[config.mk]
export PLATFORM = sky130hd
export DESIGN_NAME = upower_multicycle_sequencer
export DESIGN_NICKNAME = d
export VERILOG_FILES = /design/src/rtl/upower_multicycle_sequencer.sv
export SDC_FILE = /design/constraint.sdc
export NUM_CORES = 1
export LEC_CHECK = 0
export ABC_CLOCK_PERIOD_IN_PS = 5900
export CAP_MARGIN = 20
export CORE_ASPECT_RATIO = 0.8
export CORE_MARGIN = 2
export CORE_UTILIZATION = 30
export DETAILED_ROUTE_END_ITERATION = 6
export HOLD_SLACK_MARGIN = 0.06
export PLACE_DENSITY = 0.58
export SLEW_MARGIN = 30
export SYNTH_ARGS = -nofsm -noshare
export SYNTH_HDL_FRONTEND = slang
export SYNTH_SLANG_ARGS = --single-unit
[constraint.sdc]
create_clock -name clk -period 5.9 [get_ports clk]
set_clock_uncertainty 0.15 [all_clocks]
set_input_delay 1.18 -clock clk [delete_from_list [all_inputs] [get_ports clk]]
set_output_delay 1.18 -clock clk [all_outputs]
set_load 0.02 [all_outputs]
[src/rtl/upower_multicycle_sequencer.sv]
// Multicycle control sequencer for the uPOWER 64-bit datapath.
// Steps each instruction through FETCH/DECODE/EXEC/MEM/WB and drives one-cycle write enables.
module upower_multicycle_sequencer #(
  parameter logic [5:0]  OP_LD   = 6'd58,
  parameter logic [5:0]  OP_STD  = 6'd62,
  parameter logic [5:0]  OP_ADDI = 6'd14,
  parameter logic [5:0]  OP_XO   = 6'd31,
  parameter logic [5:0]  OP_ANDI = 6'd28,
  parameter logic [5:0]  OP_ORI  = 6'd24,
  parameter logic [5:0]  OP_BEQ  = 6'd19,
  parameter logic [5:0]  OP_BNE  = 6'd20,
  parameter int unsigned TIMEOUT = 16,
  parameter int unsigned CNT_W   = 16
) (
  input  logic             clk,
  input  logic             rst,
  input  logic [5:0]       opcode,
  input  logic             zero_flag,
  input  logic             imem_ready,
  input  logic             dmem_ready,
  output logic             imem_req,
  output logic             ir_write,
  output logic             pc_write,
  output logic             pc_src,
  output logic             dmem_req,
  output logic             dmem_we,
  output logic             reg_write,
  output logic             mem_to_reg,
  output logic             halted,
  output logic             error,
  output logic [2:0]       state,
  output logic [CNT_W-1:0] retired
);

  typedef enum logic [2:0] {
    S_IDLE   = 3'd0,
    S_FETCH  = 3'd1,
    S_DECODE = 3'd2,
    S_EXEC   = 3'd3,
    S_MEM    = 3'd4,
    S_WB     = 3'd5,
    S_HALT   = 3'd6,
    S_ERROR  = 3'd7
  } state_t;

  typedef enum logic [2:0] {
    C_ALU = 3'd0,
    C_LD  = 3'd1,
    C_STD = 3'd2,
    C_BEQ = 3'd3,
    C_BNE = 3'd4
  } cls_t;

  // Counter only needs to hold TIMEOUT-1: the step that would reach TIMEOUT goes to ERROR instead.
  localparam int unsigned         WAIT_W    = (TIMEOUT > 1) ? $clog2(TIMEOUT) : 1;
  localparam logic [WAIT_W-1:0]   WAIT_LAST = WAIT_W'(TIMEOUT - 1);
  localparam bit                  WDOG_EN   = (TIMEOUT != 0);

  state_t             r_state;
  state_t             w_state_nxt;
  cls_t               r_cls;
  cls_t               w_cls_dec;
  logic               w_legal;
  logic [WAIT_W-1:0]  r_wait;
  logic [CNT_W-1:0]   r_retired;
  logic               w_req;
  logic               w_rdy;
  logic               w_timeout;

  assign w_req     = (r_state == S_FETCH) || (r_state == S_MEM);
  assign w_rdy     = ((r_state == S_FETCH) && imem_ready) || ((r_state == S_MEM) && dmem_ready);
  assign w_timeout = WDOG_EN && w_req && !w_rdy && (r_wait == WAIT_LAST);

  assign state   = r_state;
  assign retired = r_retired;

  always_comb begin
    w_cls_dec = C_ALU;
    w_legal   = 1'b1;
    case (opcode)
      OP_LD:                            w_cls_dec = C_LD;
      OP_STD:                           w_cls_dec = C_STD;
      OP_BEQ:                           w_cls_dec = C_BEQ;
      OP_BNE:                           w_cls_dec = C_BNE;
      OP_ADDI, OP_XO, OP_ANDI, OP_ORI:  w_cls_dec = C_ALU;
      default:                          w_legal   = 1'b0;
    endcase
  end

  always_comb begin
    w_state_nxt = r_state;
    imem_req    = 1'b0;
    ir_write    = 1'b0;
    pc_write    = 1'b0;
    pc_src      = 1'b0;
    dmem_req    = 1'b0;
    dmem_we     = 1'b0;
    reg_write   = 1'b0;
    mem_to_reg  = 1'b0;
    halted      = 1'b0;
    error       = 1'b0;
    case (r_state)
      S_IDLE: w_state_nxt = S_FETCH;
      S_FETCH: begin
        imem_req = 1'b1;
        ir_write = imem_ready;
        if (imem_ready)     w_state_nxt = S_DECODE;
        else if (w_timeout) w_state_nxt = S_ERROR;
      end
      S_DECODE: begin
        if (opcode == 6'd0) w_state_nxt = S_HALT;
        else if (w_legal)   w_state_nxt = S_EXEC;
        else                w_state_nxt = S_ERROR;
      end
      S_EXEC: begin
        case (r_cls)
          C_BEQ, C_BNE: begin
            pc_write    = 1'b1;
            pc_src      = ((r_cls == C_BEQ) && zero_flag) || ((r_cls == C_BNE) && !zero_flag);
            w_state_nxt = S_FETCH;
          end
          C_LD, C_STD: w_state_nxt = S_MEM;
          default:     w_state_nxt = S_WB;
        endcase
      end
      S_MEM: begin
        dmem_req = 1'b1;
        dmem_we  = (r_cls == C_STD);
        if (dmem_ready) begin
          if (r_cls == C_STD) begin
            pc_write    = 1'b1;
            w_state_nxt = S_FETCH;
          end else begin
            w_state_nxt = S_WB;
          end
        end else if (w_timeout) begin
          w_state_nxt = S_ERROR;
        end
      end
      S_WB: begin
        reg_write   = 1'b1;
        pc_write    = 1'b1;
        mem_to_reg  = (r_cls == C_LD);
        w_state_nxt = S_FETCH;
      end
      S_HALT:  halted = 1'b1;
      S_ERROR: error  = 1'b1;
      default: w_state_nxt = S_ERROR;
    endcase
  end

  always_ff @(posedge clk or negedge rst) begin
    if (!rst) begin
      r_state   <= S_IDLE;
      r_cls     <= C_ALU;
      r_wait    <= '0;
      r_retired <= '0;
    end else begin
      r_state <= w_state_nxt;
      if (r_state == S_DECODE) r_cls <= w_cls_dec;
      if ((w_state_nxt != r_state) && ((w_state_nxt == S_FETCH) || (w_state_nxt == S_MEM)))
        r_wait <= '0;
      else if (w_req && !w_rdy)
        r_wait <= r_wait + WAIT_W'(1);
      if (pc_write) r_retired <= r_retired + CNT_W'(1);
    end
  end

endmodule
==> results_dict.tcl, run 1 <==
set metrics [dict create \
    status "finished clean" \
    grt_max_degree 27 \
    diodes 0 \
    max-vdd-ir-drop_v 0.0002007 \
    post_cts.resized_instances 0 \
    io-pin-count 40 \
    routabilityCongestion 0.7191 \
    wl_per_cell_um 13.05 \
    stdcell_count 259 \
    grt_pass1_wl_um 5520 \
    worst_slack_ns 1.427 \
    synth_top_area_cell "dfrtp_1" \
    synth_simple_gate_area_share_pct 30.62 \
    end_kind "output pin" \
    period_needed_ns 4.473 \
    start_kind "input pin" \
    htreeDepth 1 \
    fin_crit_sh_pct 75.81 \
    synthCells 158 \
    synth_xor_area_share_pct 11.40 \
    finalNetCount 212 \
    cts_tree "yes" \
    fp.dieArea_sq_um 5714 \
    drcViolationCount 0 \
    power_density_nw_per_um2 375.0 \
    finalCoreUtilization_pct 40.86 \
    die_h_um 68.01 \
    worstSetupPathType "input pin to output pin" \
    antenna_found_initial 0 \
    worstSkewPairLatency_ns 0.26 \
    holdBufCountCts 0 \
    grt_pass1_vias 1088 \
    worst_ep_arrival_time_ns 3.14 \
    dpl.hpwl_um 2562 \
    cts-root-buf "clkbuf_8" \
    worst_pin_slew_ns 0.5139 \
    hold_path_depth 1 \
    drtIter0Drc 51 \
    cts.sinks 26 \
    hold_violations 0 \
    netlist_area_sq_um 1536 \
    yosys.cell_types.count 40 \
    fin_setup_tns_ns 0 \
    report.final.slew_viol_count 0 \
    path_clk_slew_ns 0.08 \
    ys_ff_latch 26 \
    synth_top_family_by_area "simple AND/OR/NAND/NOR gates" \
    leakagePower_nw 0.8607 \
    initial_utilization_pct 30.86 \
    postRouteAntennaNets 0 \
    vias_per_cell 4.807 \
    syn_nets 171 \
    post-place-ws_ns 1.432 \
    seq_area_frac_synth_pct 42.35 \
    clockBufferDepth 2 \
    std_cell_rows 23 \
    numCtsBuffers 3 \
    core_sq_um 4979 \
    dieWidth_um 84.01 \
    critical_path.max_fanout 13 \
    vias 1245 \
    drt-total-wl_um 3381 \
    reg2reg_depth 6 \
    hold_slack_ns 0.3322 \
    synth_top_area_share_pct 42.35 \
    cap_violations 0 \
    slew-limit-headroom_pct 65.42 \
    cts_setup_buffers 0 \
    synth_compound_area_share_pct 9.202 \
    synth_mux_area_share_pct 2.117 \
    portBuffers 39 \
    hp-class "flip-flop to flip-flop" \
    setup_viol 0 \
    synthTopCellsByArea "dfrtp_1, xor2_1, nor2_1" \
    rsz0062_at_grt "no" \
    required_ns 4.57 \
    syn_area_per_cell_sq_um 9.725 \
    dpl.cell_count 256 \
    yosysWarnings 0 \
    synthAdderAreaFrac_pct 1.629 \
    gr-total-overflow 0 \
    fmax_ghz 0.2236 \
    grtUsageTotal_pct 12.13 \
    area_delta_synth_final_pct 32.41 \
    first_pass_iters 4 \
    final_layout_size_suffix_gt1_share_pct 9.137 \
]
-- routing by layer --
layer	share of wire [%]	vias to the layer above	track usage (%)
met5	0	-	0
met4	0.80	0	3.024
met3	3.6	2	2.895
met2	44	20	17.50
met1	51	578	18.18
li1	-	645	-
-- layout make-up --
type	instances	area (sq um)
Clock buffer	3	41.29
Tap cell	62	77.57
Inverter	4	15.01
Multi-Input combinational cell	123	844.6
Fill cell	486	2944
Sequential cell	26	650.6
Timing Repair Buffer	41	405.4
-- where the power goes --
part	leakage, nW	switching [mW]	internal, mW
registers	0.341	0.0682	0.219
logic	0.499	0.204	0.173
clock network	0.0216	0.0524	0.0457
-- state kept, by name, indices dropped and copies added, names as in the netlist --
register / count
r_wait: 4
state: 3
r_cls: 3
retired: 16
-- cell families (layout without fill, tap and decap cells) --
kind of cell,count (synthesis),after routing
simple gates,79,79
compound gates,19,19
mux,3,3
xor+xnor,20,20
fa+ha+maj,2,2
buf+inv,9,48
flops,26,26
-- cell usage after synthesis --
cell type  number
ha_1            2
nand2b_1        4
mux2_2          2
and2_1          1
xnor2_1         7
a21oi_1         3
buf_6           1
o21ai_0         2
nor2b_1         3
or3b_4          1
nand3b_1        2
nor3_1          7
clkbuf_1        4
a21oi_2         1
and3_1          2
nand4_1         4
o32ai_2         1
nand2_1        13
xor2_1         13
mux2i_1         1
nor3b_1         2
o41ai_1         2
and4bb_2        2
o221ai_1        1
a31oi_1         3
or2_2           2
dfrtp_1        26
nor4b_1         1
nor4_4          3
or4_1           2
o22ai_1         1
nor4_1          1
nand3_1         6
and4_1          1
nor2_1         21
o31ai_1         3
a32o_1          1
a22oi_1         1
nor2b_2         1
inv_1           4
-- through the flow --
step                area [sq um]  power, mW
global placement            1993     0.6676
floorplan                   1536     0.5221
CTS                         2034     0.7712
global route                2034     0.8189
finish                      2034     0.7629
detailed placement          1993     0.6703
-- path summary, 6_finish.rpt --
path / from / to / slack [ns]
setup / recovery: dmem_ready / pc_write / 1.43
max in group asynchronous: rst / r_cls[0] / 4.23
hold / removal: retired[15] / retired[15] / 0.33
hold reg to reg: retired[15] / retired[15] / 0.33
setup reg to reg: r_cls[0] / retired[15] / 3.62
min in group asynchronous: rst / retired[1] / 1.12
-- worst max-delay path: stages --
cell             delay (ns)
clkdlybuf4s50_1        0.53
and4bb_2               0.25
o21ai_0                0.06
nor2b_2                0.15
buf_4                  0.19
inv_1                  0.14
clkdlybuf4s50_1        0.63
-- placed cells by master, fill, tap and decap left out, types with 3 or more instances in the layout --
master           count
a31oi_1              3
xnor2_1              7
clkbuf_8             3
dfrtp_1             26
inv_1                4
nor3_1               7
nor2_1              21
nand2_1             13
nand4_1              4
nand3_1              6
o31ai_1              3
nand2b_1             4
clkdlybuf4s50_1     39
nor4_4               3
nor2b_1              3
xor2_1              13
a21oi_1              3
Power figures use the tool's default switching activity.
==> inputs of run 2 (changes only) <==
--- a/config.mk
+++ b/config.mk
@@ -5,7 +5,7 @@
 export SDC_FILE = /design/constraint.sdc
 export NUM_CORES = 1
 export LEC_CHECK = 0
-export ABC_CLOCK_PERIOD_IN_PS = 5900
+export ABC_CLOCK_PERIOD_IN_PS = 4500
 export CAP_MARGIN = 20
 export CORE_ASPECT_RATIO = 0.8
 export CORE_MARGIN = 2
==> constraint.sdc (replaced) <==
create_clock -name clk -period 4.5 [get_ports clk]
set_clock_uncertainty 0.15 [all_clocks]
set_input_delay 0.9 -clock clk [delete_from_list [all_inputs] [get_ports clk]]
set_output_delay 0.9 -clock clk [all_outputs]
set_load 0.02 [all_outputs]
==> run 2 against run 1 <==
Cell area did not move. Die area did not move. Register-to-register slack got worse by 1.3 ns. Sequential power rose by 31%. Combinational power rose by 33%. First-iteration DRC count fell by 18%. Global-route usage rose by 0.31 points. Sequential share of layout area did not move. Count of clock-buffer cells in the layout did not move. Power rose by 32%. Final cell count did not move. Critical path type unchanged. Critical endpoint unchanged. Largest cell class unchanged.
==> results_dict.tcl, run 2 (synthesis results as in run 1) <==
set metrics [dict create \
    status "finished clean" \
    dpl.hpwl_um 2671 \
    rr_startpoint "r_cls[0]" \
    fmax_ghz 0.2690 \
    dpl.cell_count 256 \
    std_cell_rows 23 \
    fin_setup_tns_ns 0 \
    cts.sinks 26 \
    cp_slowest_stage_delay_ns 0.63 \
    max-vdd-ir-drop_v 0.0002328 \
    wl_per_cell_um 13.51 \
    final_cell_mix "clkdlybuf4s50_1, dfrtp_1, nor2_1" \
    worst_ep_arrival_time_ns 2.67 \
    portBuffers 39 \
    critPathLaunch "dmem_ready" \
    vias 1297 \
    drtIter0Drc 42 \
    hp-class "flip-flop to flip-flop" \
    initial_utilization_pct 30.86 \
    min-delay-start "retired[15]" \
    slew-limit-headroom_pct 68.80 \
    report.final.slew_viol_count 0 \
    worstSkewPairLatency_ns 0.26 \
    start_kind "input pin" \
    final_common_cell "clkdlybuf4s50_1" \
    routabilityCongestion 0.7403 \
    use_met2_pct 19.20 \
    rsz0062_at_grt "no" \
    area_delta_synth_final_pct 32.41 \
    holdBufCountCts 0 \
    path_cells "clkdlybuf4s50_1 -> and4bb_2 -> o21ai_0 -> nor2b_2 -> inv_1 -> clkdlybuf4s50_1" \
    r2r_slack_ns 2.34 \
    cts_setup_buffers 0 \
    finalNetCount 212 \
    clockBufferDepth 2 \
    grt_pass1_vias 1183 \
    hold_violations 0 \
    setup_viol 0 \
    stdcell_count 259 \
    leakagePower_nw 0.8607 \
    busiest_layer "met2" \
    htreeDepth 1 \
    cp_num_buf_inv 3 \
    post_cts.resized_instances 0 \
    use_met1_pct 17.75 \
    io-pin-count 40 \
    gr-total-overflow 0 \
    crit_slowest_cell "clkdlybuf4s50_1" \
    min_to "retired[15]" \
    timing.rr.end "retired[8]" \
    antenna_found_initial 0 \
    postRouteAntennaNets 0 \
    core_sq_um 4979 \
    grtUsageTotal_pct 12.44 \
    end_kind "output pin" \
    worst_pin_slew_ns 0.4680 \
    crit_path_frequent_cell "clkdlybuf4s50_1" \
    largest_reg_flops 16 \
    grt_pass1_wl_um 5699 \
    vias_per_cell 5.008 \
    die_h_um 68.01 \
    reg2reg_depth 6 \
    fp.dieArea_sq_um 5714 \
    hold_path_depth 1 \
    critical_path.max_fanout 5 \
    dieWidth_um 84.01 \
    final_layout_size_suffix_gt1_share_pct 9.137 \
    first_pass_iters 4 \
    required_ns 3.45 \
    grtUsageMet3_pct 2.895 \
    cts_tree "yes" \
    period_needed_ns 3.718 \
    fin_crit_sh_pct 82.62 \
    drt-total-wl_um 3499 \
    diodes 0 \
    grt_max_degree 27 \
    power_density_nw_per_um2 494.5 \
    cap_violations 0 \
    worstSetupPathType "input pin to output pin" \
    crit_family "buffers and inverters" \
    numCtsBuffers 3 \
    cts-root-buf "clkbuf_8" \
    drcViolationCount 0 \
    path_clk_slew_ns 0.08 \
]
## run 2: area by class of cell
class / count / area, sq um
multi-input cells: 123 / 844.6
well taps: 62 / 77.57
fillers: 499 / 2944
inverters: 4 / 15.01
clock buffers: 3 / 41.29
repair buffers: 41 / 405.4
flip-flops and latches: 26 / 650.6
## run 2: routing by layer
| metal | routed length (um) | vias up |
|---|---|---|
| met2 | 1541 | 24 |
| met4 | 27 | 0 |
| met5 | 0 | - |
| met1 | 1806 | 630 |
| li1 | - | 641 |
| met3 | 123 | 2 |
## run 2: how the worst max path moves through the flow
stage,endpoint,cells after the start
after floorplan,pc_write,4
after global placement,pc_write,6
after detailed placement,pc_write,6
after CTS,pc_write,6
after global routing,pc_write,6
final,pc_write,6
## run 2: stage by stage
step | worst slack, ns | hold WS (ns) | utilization [%] | total power [mW] | area [sq um]
2_1_floorplan | 1.858 | 0.3554 | - | 0.6846 | 1536
3_5_place_dp | 0.7762 | 0.3154 | 40.04 | 0.8854 | 1993
6_report | 0.7821 | 0.3223 | 40.86 | 1.006 | 2034
3_3_place_gp | 0.7891 | 0.3089 | 40.04 | 0.8808 | 1993
5_1_grt | 0.6923 | 0.3529 | 40.86 | 1.082 | 2034
4_1_cts | 0.7709 | 0.3277 | 40.86 | 1.018 | 2034
## run 2: power by group
part / switching [mW] / total [mW] / internal [mW] / leakage (nW)
clock network: 0.0675 / 0.127 / 0.0598 / 0.0216
logic: 0.274 / 0.502 / 0.228 / 0.499
registers: 0.0894 / 0.377 / 0.287 / 0.341
total: 0.431 / 1.01 / 0.575 / 0.861
==> inputs of run 3 (changes only) <==
--- a/config.mk
+++ b/config.mk
@@ -5,7 +5,7 @@
 export SDC_FILE = /design/constraint.sdc
 export NUM_CORES = 1
 export LEC_CHECK = 0
-export ABC_CLOCK_PERIOD_IN_PS = 4500
+export ABC_CLOCK_PERIOD_IN_PS = 3490
 export CAP_MARGIN = 20
 export CORE_ASPECT_RATIO = 0.8
 export CORE_MARGIN = 2
==> constraint.sdc (replaced) <==
create_clock -name clk -period 3.49 [get_ports clk]
set_clock_uncertainty 0.15 [all_clocks]
set_input_delay 0.698 -clock clk [delete_from_list [all_inputs] [get_ports clk]]
set_output_delay 0.698 -clock clk [all_outputs]
set_load 0.02 [all_outputs]
==> run 3 against run 2 <==
Worst hold slack better by 0.0013 ns. First-iteration DRC count up 43%. Cell area increased by 0.37%. Critical path depth is the same. Core utilization up 0.15 points. Die area did not move. Register-to-register slack worse by 1.0 ns.
==> results_dict.tcl, run 3 (synthesis results as in run 1) <==
set metrics [dict create \
    max-vdd-ir-drop_v 0.0003393 \
    wl_per_cell_um 13.68 \
    grtUsageTotal_pct 13.48 \
    std_cell_rows 23 \
    first_pass_iters 4 \
    cap_violations 0 \
    drt-total-wl_um 3558 \
    slew-limit-headroom_pct 69.81 \
    postRouteAntennaNets 0 \
    clockBufferDepth 2 \
    cts.sinks 26 \
    worstSetupPathType "input pin to output pin" \
    cts_setup_buffers 0 \
    cts-root-buf "clkbuf_8" \
    fp.dieArea_sq_um 5714 \
    rsz0062_at_grt "no" \
    status "finished clean" \
    vias_per_cell 4.904 \
    start_kind "input pin" \
    core_sq_um 4979 \
    gr-total-overflow 0 \
    grt_max_degree 27 \
    fill_cells 502 \
    register_area_sq_um 650.6 \
    drcViolationCount 0 \
    dpl.hpwl_um 2669 \
    worst_pin_slew_ns 0.4529 \
    grt_pass1_wl_um 6279 \
    leakagePower_nw 0.8659 \
    path_clk_slew_ns 0.08 \
    post-place-ws_ns 0.2464 \
    hold_violations 0 \
    area_delta_synth_final_pct 32.90 \
    htreeDepth 1 \
    worst_ep_arrival_time_ns 2.40 \
    io-pin-count 40 \
    finalNetCount 213 \
    largest_reg_flops 16 \
    setup_viol 0 \
    fin_crit_sh_pct 92.95 \
    antenna_found_initial 0 \
    multi_input_area_sq_um 844.6 \
    dieWidth_um 84.01 \
    final_common_cell "clkdlybuf4s50_1" \
    grt_pass1_vias 1278 \
    worstSkewPairLatency_ns 0.26 \
    report.final.slew_viol_count 0 \
    vias 1275 \
    numCtsBuffers 3 \
    diodes 0 \
    die_h_um 68.01 \
    drtIter0Drc 60 \
    fin_setup_tns_ns 0 \
    initial_utilization_pct 30.86 \
    holdBufCountCts 0 \
    critical_path.max_fanout 3 \
    end_kind "output pin" \
    post_cts.resized_instances 0 \
    final_cell_mix "clkdlybuf4s50_1, dfrtp_1, nor2_1" \
    worst_slack_ns 0.2460 \
    routabilityCongestion 0.7212 \
    power_density_nw_per_um2 637.9 \
    period_needed_ns 3.244 \
    hp-class "flip-flop to flip-flop" \
    required_ns 2.64 \
    cts_tree "yes" \
    final_layout_size_suffix_gt1_share_pct 9.596 \
    fmax_ghz 0.3083 \
    portBuffers 39 \
]
==> run 3: area by class of cell <==
type,instances,share of cell area [%]
multi-input cells,123,41.36
flip-flops and latches,26,31.86
repair buffers,42,20.22
well taps,62,3.799
clock buffers,3,2.022
inverters,4,0.7353
==> run 3: routing by layer <==
layer  track usage (%)  share of wire [%]
met1             20.25                 53
met4             2.419               0.76
met5                 0                  0
met2             20.40                 44
met3             2.533                2.5
==> run 3: power breakdown <==
| group | total, mW | switching (mW) | internal [mW] |
|---|---|---|---|
| sequential | 0.482 | 0.111 | 0.370 |
| combinational | 0.655 | 0.354 | 0.300 |
| clock | 0.166 | 0.0892 | 0.0772 |
==> run 3: through the flow <==
stage / power (mW) / area [sq um] / instances / hold slack [ns] / utilization (%)
2_1_floorplan: 0.8827 / 1536 / 158 / 0.2524 / -
6_report: 1.303 / 2042 / 260 / 0.3236 / 41.02
3_5_place_dp: 1.144 / 2001 / 257 / 0.3199 / 40.19
4_1_cts: 1.318 / 2042 / 260 / 0.3327 / 41.02
5_1_grt: 1.409 / 2042 / 260 / 0.3407 / 41.02
3_3_place_gp: 1.144 / 2001 / 257 / 0.3100 / 40.19
==> run 3: critical path: stages <==
cell	delay (ns)
clkdlybuf4s50_1	0.52
and4bb_2	0.25
o21ai_0	0.07
nor2b_2	0.17
inv_1	0.08
clkdlybuf4s50_1	0.60
==> run 3: final timing paths <==
path | slack, ns | to | from | cells past startpoint
worst min-delay path | 0.32 | retired[15] | retired[15] | 1
worst min register to register | 0.32 | retired[15] | retired[15] | 1
max in group asynchronous | 2.27 | retired[15] | rst | 2
min in group asynchronous | 0.66 | retired[0] | rst | 2
worst max register to register | 1.31 | retired[8] | r_cls[0] | 6
worst max-delay path | 0.25 | pc_write | dmem_ready | 6
